$ cat src/rtl/if_id_stage.sv
// IF/ID pipeline slot: pairs synchronous program-memory data with its fetch
// address, captures that data across stalls, squashes on flush, counts bubbles.
module if_id_stage #(
  parameter int unsigned            ADDR_WIDTH  = 14,
  parameter int unsigned            INSTR_WIDTH = 16,
  parameter logic [INSTR_WIDTH-1:0] NOP_INSTR   = 16'h0000
) (
  input  logic                   clock,
  input  logic                   reset,
  input  logic                   stall,
  input  logic                   flush,
  input  logic [ADDR_WIDTH-1:0]  fetch_addr,
  input  logic [INSTR_WIDTH-1:0] prog_mem_read_data,
  output logic [INSTR_WIDTH-1:0] id_instruction,
  output logic [ADDR_WIDTH-1:0]  id_pc,
  output logic                   id_valid,
  output logic [15:0]            bubble_count
);

  localparam logic [15:0] BUBBLE_MAX = 16'hFFFF;

  logic [ADDR_WIDTH-1:0]  pend_pc;
  logic                   pend_valid;
  logic [INSTR_WIDTH-1:0] hold_instr;
  logic                   hold_valid;
  logic [INSTR_WIDTH-1:0] slot_data_c;

  // Memory output only lines up with pend_pc for one cycle; after that use the captured copy.
  assign slot_data_c = hold_valid ? hold_instr : prog_mem_read_data;

  always_ff @(posedge clock or posedge reset) begin
    if (reset) begin
      pend_pc        <= '0;
      pend_valid     <= 1'b0;
      hold_instr     <= NOP_INSTR;
      hold_valid     <= 1'b0;
      id_instruction <= NOP_INSTR;
      id_pc          <= '0;
      id_valid       <= 1'b0;
      bubble_count   <= '0;
    end else begin
      if (!id_valid && bubble_count != BUBBLE_MAX)
        bubble_count <= bubble_count + 16'd1;

      if (flush) begin
        // id_pc and pend_pc keep their values; only validity and data are squashed.
        pend_valid     <= 1'b0;
        hold_valid     <= 1'b0;
        id_valid       <= 1'b0;
        id_instruction <= NOP_INSTR;
      end else if (stall) begin
        if (pend_valid && !hold_valid) begin
          hold_instr <= prog_mem_read_data;
          hold_valid <= 1'b1;
        end
      end else begin
        pend_pc        <= fetch_addr;
        pend_valid     <= 1'b1;
        hold_valid     <= 1'b0;
        id_pc          <= pend_pc;
        id_valid       <= pend_valid;
        id_instruction <= pend_valid ? slot_data_c : NOP_INSTR;
      end
    end
  end

endmodule

$ cat config.mk
export PLATFORM = sky130hd
export DESIGN_NAME = if_id_stage
export DESIGN_NICKNAME = d
export VERILOG_FILES = /design/src/rtl/if_id_stage.sv
export SDC_FILE = /design/constraint.sdc
export NUM_CORES = 1
export LEC_CHECK = 0
export BUFFER_PORTS_ARGS = -buffer_cell sky130_fd_sc_hd__buf_2
export CORE_MARGIN = 3
export CORE_UTILIZATION = 57
export DETAILED_ROUTE_END_ITERATION = 6
export PLACE_DENSITY = 0.85
export SLEW_MARGIN = 10
export SYNTH_ARGS = -nofsm -noshare
export SYNTH_HDL_FRONTEND = slang
export SYNTH_SLANG_ARGS = --single-unit
export TNS_END_PERCENT = 50
$ cat constraint.sdc
create_clock -name clock -period 5.7 [get_ports clock]
set_clock_uncertainty 0.15 [all_clocks]
set_input_delay 0.57 -clock clock [delete_from_list [all_inputs] [get_ports clock]]
set_output_delay 0.57 -clock clock [all_outputs]
set_load 0.02 [all_outputs]
==> summary.md, run 1 <==
| Metric | Value |
|---|---|
| Synth Warn # | 0 |
| Cell Pwr Density | 370 nW/um^2 |
| Die X-Extent | 81.9 um |
| Reg area | 1980 sq um |
| Outcome | finished clean |
| Syn_area_per_cell | 13.2 sq um |
| Worst relative slew slack | 32.4% |
| R2R setup slack | 3.40 ns |
| Via count | 2190 |
| GP Congestion | 0.769 |
| CP endpoint kind | flip-flop |
| Largest net degree at the start of global routing | 80 |
| Gate count of the mapped netlist | 249 |
| Die extent in y | 81.9 um |
| Final WL | 6180 um |
| Max Cap Viol | 0 |
| Crit path cell chain | nor3b_4 > mux2_2 |
| Vias in the first global route | 2129 |
| Clk sink count | 79 |
| Worst setup SP type | flip-flop |
| Critical Path Slowest Stage Cell | nor3b_4 |
| Die footprint | 6700 sq um |
| CTS resizes | 0 |
| First-pass GRT wire length | 9980 um |
| Worst-case reg-to-reg path depth | 2 |
| Area Overhead vs Synth | 19.4% |
| Peak VDD IR | 0.224 mV |
| Avg Vias per Cell | 5.38 |
| Starting density of the core | 59.2% |
| Post-layout net count | 365 |
| Dominant cell type by area after synthesis | dfrtp_1 |
| EDFF count, synth | 0 |
| Worst EP required | 5.77 ns |
| Most frequent cells in the layout | buf_2 (80), dfrtp_1 (79), mux2_2 (46), nand2_1 (23), mux2i_1 (17) |
| Async SR Flop Fraction | 100% |
| R2r endpoint | hold_instr[5] |
| Setup TNS Final | 0 ns |
| Antenna Diode Count | 0 |
| Flops & latches, synth | 79 |
| Ranking of synthesized cells by area | dfrtp_1 (60%), mux2_2 (16%), mux2i_1 (5.2%) |
| Core area | 5540 sq um |
| Crit path max fanout | 18 |
| CTS tree | yes |
| Initial antenna violation count | 0 |
| Clk_lat worst skew | 0.34 ns |
| Maximum clock path buffer count | 2 |
| Final Cycle Share | 40.3% |
| Sequential-to-total area share from yosys stat | 60.2% |
| Post-Syn Nets | 284 |
| Arrival @ worst endpoint | 2.37 ns |
| FF-to-FF Start | hold_valid |
| Post-DRT Antenna Nets | 0 |
| Clk pin slew, worst setup/hold paths | 0.08 ns |
| Worst slew pin tran | 1.01 ns |
| Total CTS buffers | 9 |
| Crit-path max cell delay | 0.85 ns |
| Buf+Inv Stages, Crit Path | 0 |
| Mapped Area | 3280 sq um |
| Final HPWL DP | 4220 um |
| Multi-input combinational cell area | 1220 sq um |
| CP Depth | 2 |
| H-tree levels | 3 |
| Fin util | 70.8% |
| Remaining global-route overflow | 0 |
| Drt pass-1 iters | 4 |
| CTS Hold Buffers Added | 0 |
| Initial drt markers | 97 |
| WL/cell | 15.2 um |
| Leading cell type in the layout, fill and taps excluded | buf_2 |
| Unrepaired setup endpoints after global routing | false |
| Final hold violations | 0 |
| Post-CTS setup buffer count | 0 |
| Crit path to | hold_instr[5] |
| LEAKAGE | 0.00188 uW |
| CP startpoint | hold_valid |
| Top FF cell, synth | dfrtp_1 |
| Site Rows | 27 |
| IO Port Bufs | 80 |
| DR DRC count | 0 |
| Total Routing Usage GR | 19.7% |
| # fillers | 430 |
| Yosys cell types | 27 |
| Final setup viols | 0 |
| WS Path Type | reg -> reg |
| Top-area cell type share of the netlist area | 60.2% |
| Minimum clock period | 2.30 ns |
| Layout cells sized above 1 | 44.2% |
| Min-Delay Path Class | in -> reg |
| Slew Viols, Final | 0 |
| Delay-heaviest family, CP | simple AND/OR/NAND/NOR gates |
| # IOs | 81 |
| Root buf cell | clkbuf_8 |
| Max Clk Rate | 0.435 GHz |
## registers in the layout (all words and copies together), names as in the netlist
register	cells
pend_pc	14
bubble_count	16
id_pc	14
hold_valid	1
pend_valid	1
id_instruction	16
hold_instr	16
id_valid	1
## synth_stat cells (5+ instances only)
cell / n
buf_2: 7
nor2_1: 7
nand2_1: 23
a21oi_1: 7
o21ai_0: 16
xnor2_1: 5
dfrtp_1: 79
mux2i_1: 17
and3_1: 7
mux2_2: 46
## metal layers
layer / wire, um / GRT usage [%] / vias up
met2: 3070 / 31.7 / 68
met4: 68 / 8.80 / 0
met1: 2690 / 25.5 / 1075
met3: 354 / 4.39 / 8
li1: - / - / 1039
met5: 0 / 0 / -
## worst reg2reg max path: stages (launching register included)
cell,delay [ns]
dfrtp_1,0.76
nor3b_4,0.85
mux2_2,0.42
## how the worst min path moves through the flow
stage                           start  slack, ns                end  cells after the start
floorplan                  pend_valid       0.32         hold_valid                      1
global placement    id_instruction[7]       0.31  id_instruction[7]                      2
detailed placement  id_instruction[7]       0.32  id_instruction[7]                      2
CTS                             stall       0.28         pend_valid                      2
global route            fetch_addr[4]       0.30         pend_pc[4]                      2
finish                  fetch_addr[5]       0.31         pend_pc[5]                      2
## stage by stage
| step | power (uW) | std cells | worst slack (ns) | hold WS, ns | instance area, sq um |
|---|---|---|---|---|---|
| 5_1_grt | 1530 | 407 | 3.28 | 0.296 | 3920 |
| 3_5_place_dp | 1060 | 391 | 3.10 | 0.320 | 3720 |
| 6_report | 1450 | 407 | 3.40 | 0.309 | 3920 |
| 3_3_place_gp | 1040 | 391 | 3.17 | 0.314 | 3720 |
| 2_1_floorplan | 942 | 249 | 2.96 | 0.322 | 3280 |
| 4_1_cts | 1470 | 407 | 3.41 | 0.284 | 3920 |
## report_power, final
part           internal (uW)  switching, uW
Clock                    212            196
Sequential               658           76.3
Combinational            140            167
## cells by family (layout without fill, tap and decap cells)
group / Yosys count / count (layout) / share of synthesized area (%)
DFF: 79 / 79 / 60.2
muxes: 63 / 63 / 21.0
and+or+nand+nor: 55 / 55 / 9.34
AOI/OAI and AO/OA: 27 / 27 / 4.38
buffers and inverters: 16 / 102 / 2.55
xor gates and xnor gates: 8 / 8 / 2.14
adders and majority gates: 1 / 1 / 0.381
## layout make-up
class                   count  share of cell area (%)
flip-flops and latches     79                    50.4
well taps                  72                    2.30
multi-input cells         154                    31.2
clock inverters             6                    1.53
inverters                   4                   0.415
clock buffers              10                    3.51
repair buffers             82                    10.6
Power figures use the tool's default switching activity.
==> run 2, diff against run 1 <==
- ABC_AREA: not set -> 1
- CORE_UTILIZATION: 57 -> 48
- PLACE_DENSITY: 0.85 -> 0.75
- clock period: 5.7 -> 2 ns (I/O delays scaled with it)
==> summary.md, run 2 <==
| Metric | Value |
|---|---|
| Avg Vias per Cell | 4.80 |
| GP Congestion | 0.864 |
| Dominant cell type by area after synthesis | dfrtp_1 |
| Buf+Inv Stages, Crit Path | 1 |
| Cells after DPL | 605 |
| Switching share of power | 31.1% |
| Root buf cell | clkbuf_8 |
| Internal power | 2940 uW |
| FF-to-FF Start | bubble_count[1] |
| Post-layout net count | 584 |
| Max Clk Rate | 0.598 GHz |
| Most Crowded Layer GR | met2 |
| Die X-Extent | 92.3 um |
| Clk sink count | 79 |
| Final hold violations | 0 |
| Critical Path Slowest Stage Cell | dfrtp_1 |
| WS Path Type | reg -> reg |
| Min-delay src | prog_mem_read_data[2] |
| Initial antenna violation count | 0 |
| Sequential group share of total power | 47.3% |
| Gate count of the mapped netlist | 436 |
| Drt pass-1 iters | 5 |
| Sequential-to-total area share from yosys stat | 55.3% |
| Vias in the first global route | 2946 |
| Core area | 7020 sq um |
| Flops & latches, synth | 79 |
| Antenna Diode Count | 0 |
| Synth top cells by count | nand2_1 (193), dfrtp_1 (79), o21ai_0 (43) |
| Synth Warn # | 0 |
| EDFF count, synth | 0 |
| Setup slack at placement | 0.342 ns |
| Crit path max fanout | 12 |
| Async SR Flop Fraction | 100% |
| Max Cap Viol | 0 |
| Clock share of power | 30.8% |
| Worst relative slew slack | 44.9% |
| Final WL | 8010 um |
| Post-CTS setup buffer count | 0 |
| # IOs | 81 |
| Final HPWL DP | 5440 um |
| Leading cell type in the layout, fill and taps excluded | nand2_1 |
| WL/cell | 12.3 um |
| LEAKAGE | 0.00251 uW |
| Largest regs | bubble_count (16), hold_instr (16), id_instruction (16) |
| CTS tree | yes |
| Remaining global-route overflow | 0 |
| Setup TNS Final | 0 ns |
| Area Overhead vs Synth | 29.1% |
| First-pass GRT wire length | 13700 um |
| Unrepaired setup endpoints after global routing | false |
| H-tree levels | 3 |
| Most frequent cells in the layout | nand2_1 (193), buf_2 (80), dfrtp_1 (79), o21ai_0 (43), inv_1 (33) |
| Final non-filler cell total | 650 |
| Arrival @ worst endpoint | 1.76 ns |
| CP startpoint | bubble_count[1] |
| Most frequent cell after synthesis | nand2_1 |
| Met1 usage | 26.1% |
| Mapped Area | 3570 sq um |
| Combinational share of power | 21.9% |
| Final setup margin | 0.328 ns |
| Met2 Use GR | 33.2% |
| Min-Delay Path Class | in -> reg |
| Slew Viols, Final | 0 |
| Via count | 3119 |
| Cell Pwr Density | 924 nW/um^2 |
| Net switching power | 1330 uW |
| Fin util | 65.7% |
| Library cell appearing most often on the critical path | nand2_1 |
| Ranking of synthesized cells by area | dfrtp_1 (55%), nand2_1 (20%), o21ai_0 (6.0%) |
| GR Layer Usage met3 | 3.25% |
| Outcome | finished clean |
| Top FF cell, synth | dfrtp_1 |
| Peak VDD IR | 0.430 mV |
| DR DRC count | 0 |
| Total CTS buffers | 9 |
| Starting density of the core | 50.9% |
| Worst EP required | 2.09 ns |
| Crit path cell chain | ha_1 > nand2_1 > nor2_1 > nand2_2 > nor2_4 > nor2_2 > buf_4 > nand2_1 > o21ai_2 |
| Post-Syn Nets | 471 |
| Die footprint | 8520 sq um |
| Largest net degree at the start of global routing | 33 |
| Initial drt markers | 105 |
| Clk pin slew, worst setup/hold paths | 0.08 ns |
| Layout cells sized above 1 | 24.2% |
| Minimum clock period | 1.67 ns |
| Final setup viols | 0 |
| Total Routing Usage GR | 20.1% |
| Site Rows | 30 |
| Crit-path max cell delay | 0.42 ns |
| IO Port Bufs | 80 |
| Worst setup SP type | flip-flop |
| Syn_area_per_cell | 8.20 sq um |
| Clk_lat worst skew | 0.35 ns |
| Delay-heaviest family, CP | simple AND/OR/NAND/NOR gates |
| Yosys cell types | 23 |
| CP endpoint kind | flip-flop |
| Top-area cell type share of the netlist area | 55.3% |
| Worst slew pin tran | 0.825 ns |
| Post-DRT Antenna Nets | 0 |
| Final Cycle Share | 83.6% |
| Maximum clock path buffer count | 2 |
| Hold WS | 0.0271 ns |
| Die extent in y | 92.3 um |
| R2R setup slack | 0.33 ns |
==> run 2: changes by cell type after synthesis, sizes merged, moves of 17 or more <==
cell   delta
nor2     +18
inv      +32
o21ai    +38
mux2     -46
mux2i    -17
nand2   +182
==> run 2: path summary, 6_finish.rpt <==
check	endpoint	cells after the start
max in group asynchronous	hold_instr[11]	4
worst max register to register	bubble_count[7]	9
worst max-delay path	bubble_count[7]	9
worst min register to register	id_pc[10]	2
worst min-delay path	hold_instr[2]	3
min in group asynchronous	pend_valid	3
==> run 2: through the flow <==
step,total power [uW],cell area [sq um]
3_3_place_gp,2910,4100
5_1_grt,4510,4610
3_5_place_dp,2950,4100
4_1_cts,4320,4610
6_report,4260,4610
2_1_floorplan,2640,3580
==> run 2: area by class of cell <==
type                            count  area, sq um
Clock buffer                       11          141
Fill cell                         603         2400
Inverter                           36          139
Sequential cell                    79         1980
Multi-Input combinational cell    306         1400
Timing Repair Buffer              117          763
Clock inverter                      5         78.8
Tap cell                           96          120
==> run 2: per-layer routing <==
metal	share of wire, %	up-vias
met5	0	-
met4	2.2	0
met3	4.6	13
met2	50	81
met1	43	1453
li1	-	1572
==> run 2: what timing repair did <==
| item | 4_1_cts | 5_1_grt |
|---|---|---|
| gates resized for setup | 0 | 0 |
| endpoints found under the hold margin | 47 | 0 |
| hold buffers | 29 | 0 |
==> run 2: tightest hold or removal path: stages <==
cell and delay, ns:
buf_2 0.10, inv_1 0.06, o21ai_0 0.10
==> run 2: cell families (layout without fill, tap and decap cells) <==
group,Yosys count,count (layout),share of synthesized area [%]
AND/OR/NAND/NOR,247,247,29.5
flip-flops,79,79,55.3
AO/OA/AOI/OAI,54,54,8.09
buffers and inverters,51,169,5.74
XOR/XNOR,4,4,0.980
adder cells (fa/ha/maj),1,1,0.350
==> run 2: power groups by stage <==
stage | Combinational, uW | Clock [uW] | Sequential [uW]
4_1_cts | 948 | 1350 | 2020
3_3_place_gp | 875 | 0 | 2030
6_report | 933 | 1310 | 2020
3_5_place_dp | 900 | 0 | 2050
2_1_floorplan | 455 | 0 | 2180
5_1_grt | 1050 | 1410 | 2060
==> run 3, diff against run 2 <==
- CORE_UTILIZATION: 48 -> 54
- PLACE_DENSITY: 0.75 -> 0.8
- clock period: 2 -> 1.7 ns (I/O delays scaled with it)
==> summary.md, run 3 (same netlist as run 2, synthesis figures left out) <==
| Metric | Value |
|---|---|
| Crit path cell chain | ha_4 > nand2_1 > nor2_2 > nand2_2 > inv_1 > nand2_4 > nand2_8 > nand2_1 > o21ai_2 |
| Outcome | finished clean |
| Total Routing Usage GR | 23.5% |
| Clk pin slew, worst setup/hold paths | 0.08 ns |
| Min-Delay Path Class | in -> reg |
| CTS tree | yes |
| Final hold violations | 0 |
| Crit-path max cell delay | 0.42 ns |
| CP endpoint kind | flip-flop |
| Sequential group share of total power | 43.9% |
| WS Path Type | reg -> reg |
| Max Cap Viol | 0 |
| Final HPWL DP | 5260 um |
| H-tree levels | 3 |
| Final setup viols | 0 |
| Worst setup SP type | flip-flop |
| WL/cell | 13.3 um |
| Root buf cell | clkbuf_8 |
| Library cell appearing most often on the critical path | nand2_1 |
| # fillers | 473 |
| LEAKAGE | 0.00256 uW |
| Die footprint | 7630 sq um |
| Post-DRT Antenna Nets | 0 |
| GP Congestion | 0.854 |
| Worst slew pin tran | 0.808 ns |
| Cells after DPL | 588 |
| Clock share of power | 34.1% |
| Core area | 6390 sq um |
| Remaining global-route overflow | 0 |
| Leading cell type in the layout, fill and taps excluded | nand2_1 |
| Hold WS | 0.0195 ns |
| Largest regs | bubble_count (16), hold_instr (16), id_instruction (16) |
| Net switching power | 1610 uW |
| Worst relative slew slack | 46.1% |
| Internal power | 3800 uW |
| Arrival @ worst endpoint | 1.66 ns |
| Worst EP required | 1.78 ns |
| Max Clk Rate | 0.630 GHz |
| Largest net degree at the start of global routing | 33 |
| Initial antenna violation count | 0 |
| Antenna Diode Count | 0 |
| Combinational share of power | 21.9% |
| Buf+Inv Stages, Crit Path | 1 |
| Drt pass-1 iters | 5 |
| First-pass GRT wire length | 14000 um |
| DR DRC count | 0 |
| Slew Viols, Final | 0 |
| Via count | 3222 |
| Final non-filler cell total | 635 |
| Post-layout net count | 588 |
| Avg Vias per Cell | 5.07 |
| Final Cycle Share | 93.3% |
| Vias in the first global route | 3073 |
| Delay-heaviest family, CP | simple AND/OR/NAND/NOR gates |
| Die X-Extent | 87.4 um |
| Most frequent cells in the layout | nand2_1 (193), buf_2 (80), dfrtp_1 (79), o21ai_0 (43), inv_1 (33) |
| Area Overhead vs Synth | 32.3% |
| Starting density of the core | 56.0% |
| Clk sink count | 79 |
| IO Port Bufs | 80 |
| Cell Pwr Density | 1140 nW/um^2 |
| Crit path max fanout | 10 |
| Critical Path Slowest Stage Cell | dfrtp_1 |
| Final WL | 8450 um |
| Minimum clock period | 1.59 ns |
| Switching share of power | 29.8% |
| Layout cells sized above 1 | 25.3% |
| Site Rows | 29 |
| Maximum clock path buffer count | 2 |
| Unrepaired setup endpoints after global routing | false |
| Peak VDD IR | 0.861 mV |
| # IOs | 81 |
| Clk_lat worst skew | 0.34 ns |
| Die extent in y | 87.4 um |
| Total CTS buffers | 9 |
| Initial drt markers | 160 |
run 3: changes by cell type in the layout (fill, tap and decap cells not counted), sizes merged:
cell | previous run | this run
buf | 88 | 91
bufinv | 2 | 4
clkinv | 2 | 1
dlygate4sd3 | 29 | 30
inv | 36 | 35
run 3: layout make-up:
class	count	area, sq um	share of cell area (%)
repair buffers	121	821	17.3
multi-input cells	306	1430	30.2
inverters	36	139	2.94
clock buffers	11	141	2.99
flip-flops and latches	79	1980	41.8
clock inverters	5	129	2.72
well taps	77	96.3	2.04
run 3: power groups by stage:
stage          clock network [uW]  registers, uW  logic [uW]
2_1_floorplan                   0           2560         536
3_3_place_gp                    0           2370        1070
3_5_place_dp                    0           2390        1090
5_1_grt                      1950           2420        1350
4_1_cts                      1870           2360        1160
6_report                     1850           2380        1190
run 3: worst paths after layout:
path | start | to | slack [ns] | depth (start not counted)
setup / recovery | bubble_count[1] | bubble_count[2] | 0.11 | 9
hold / removal | prog_mem_read_data[11] | hold_instr[11] | 0.02 | 3
setup reg to reg | bubble_count[1] | bubble_count[2] | 0.11 | 9
hold reg to reg | id_pc[2] | id_pc[2] | 0.32 | 2
max in group asynchronous | reset | hold_instr[8] | 0.62 | 4
min in group asynchronous | reset | id_pc[0] | 0.27 | 3
run 3: per-layer routing:
| metal | GRT usage [%] | vias up | part of all wire [%] |
|---|---|---|---|
| li1 | - | 1584 | - |
| met2 | 39.8 | 101 | 52 |
| met5 | 0 | - | 0 |
| met3 | 5.39 | 14 | 5.9 |
| met1 | 29.2 | 1523 | 41 |
| met4 | 8.79 | 0 | 1.6 |
run 3: through the flow:
step	total power (uW)	cell area, sq um	TNS (ns)	setup WS (ns)	utilization, %
after floorplan	3100	3580	-0.232	-0.0371	-
after global placement	3440	4110	-0.0171	-0.00876	64.3
after detailed placement	3490	4110	-0.317	-0.0582	64.3
after CTS	5400	4680	0	0.0640	73.3
after global routing	5710	4730	0	0.0119	74.1
final	5410	4730	0	0.113	74.1
run 3: what timing repair did:
| action | 4_1_cts | 5_1_grt |
|---|---|---|
| setup buffers | 0 | 1 |
| hold buffers | 30 | 0 |
| gates resized for setup | 1 | 6 |
| hold endpoints to repair | 49 | 0 |
| setup endpoints to repair | 9 | 13 |
| pin swaps | 0 | 1 |
run 3: tightest hold or removal path, stage by stage:
cell	delay [ns]
buf_2	0.10
inv_1	0.06
o21ai_0	0.12
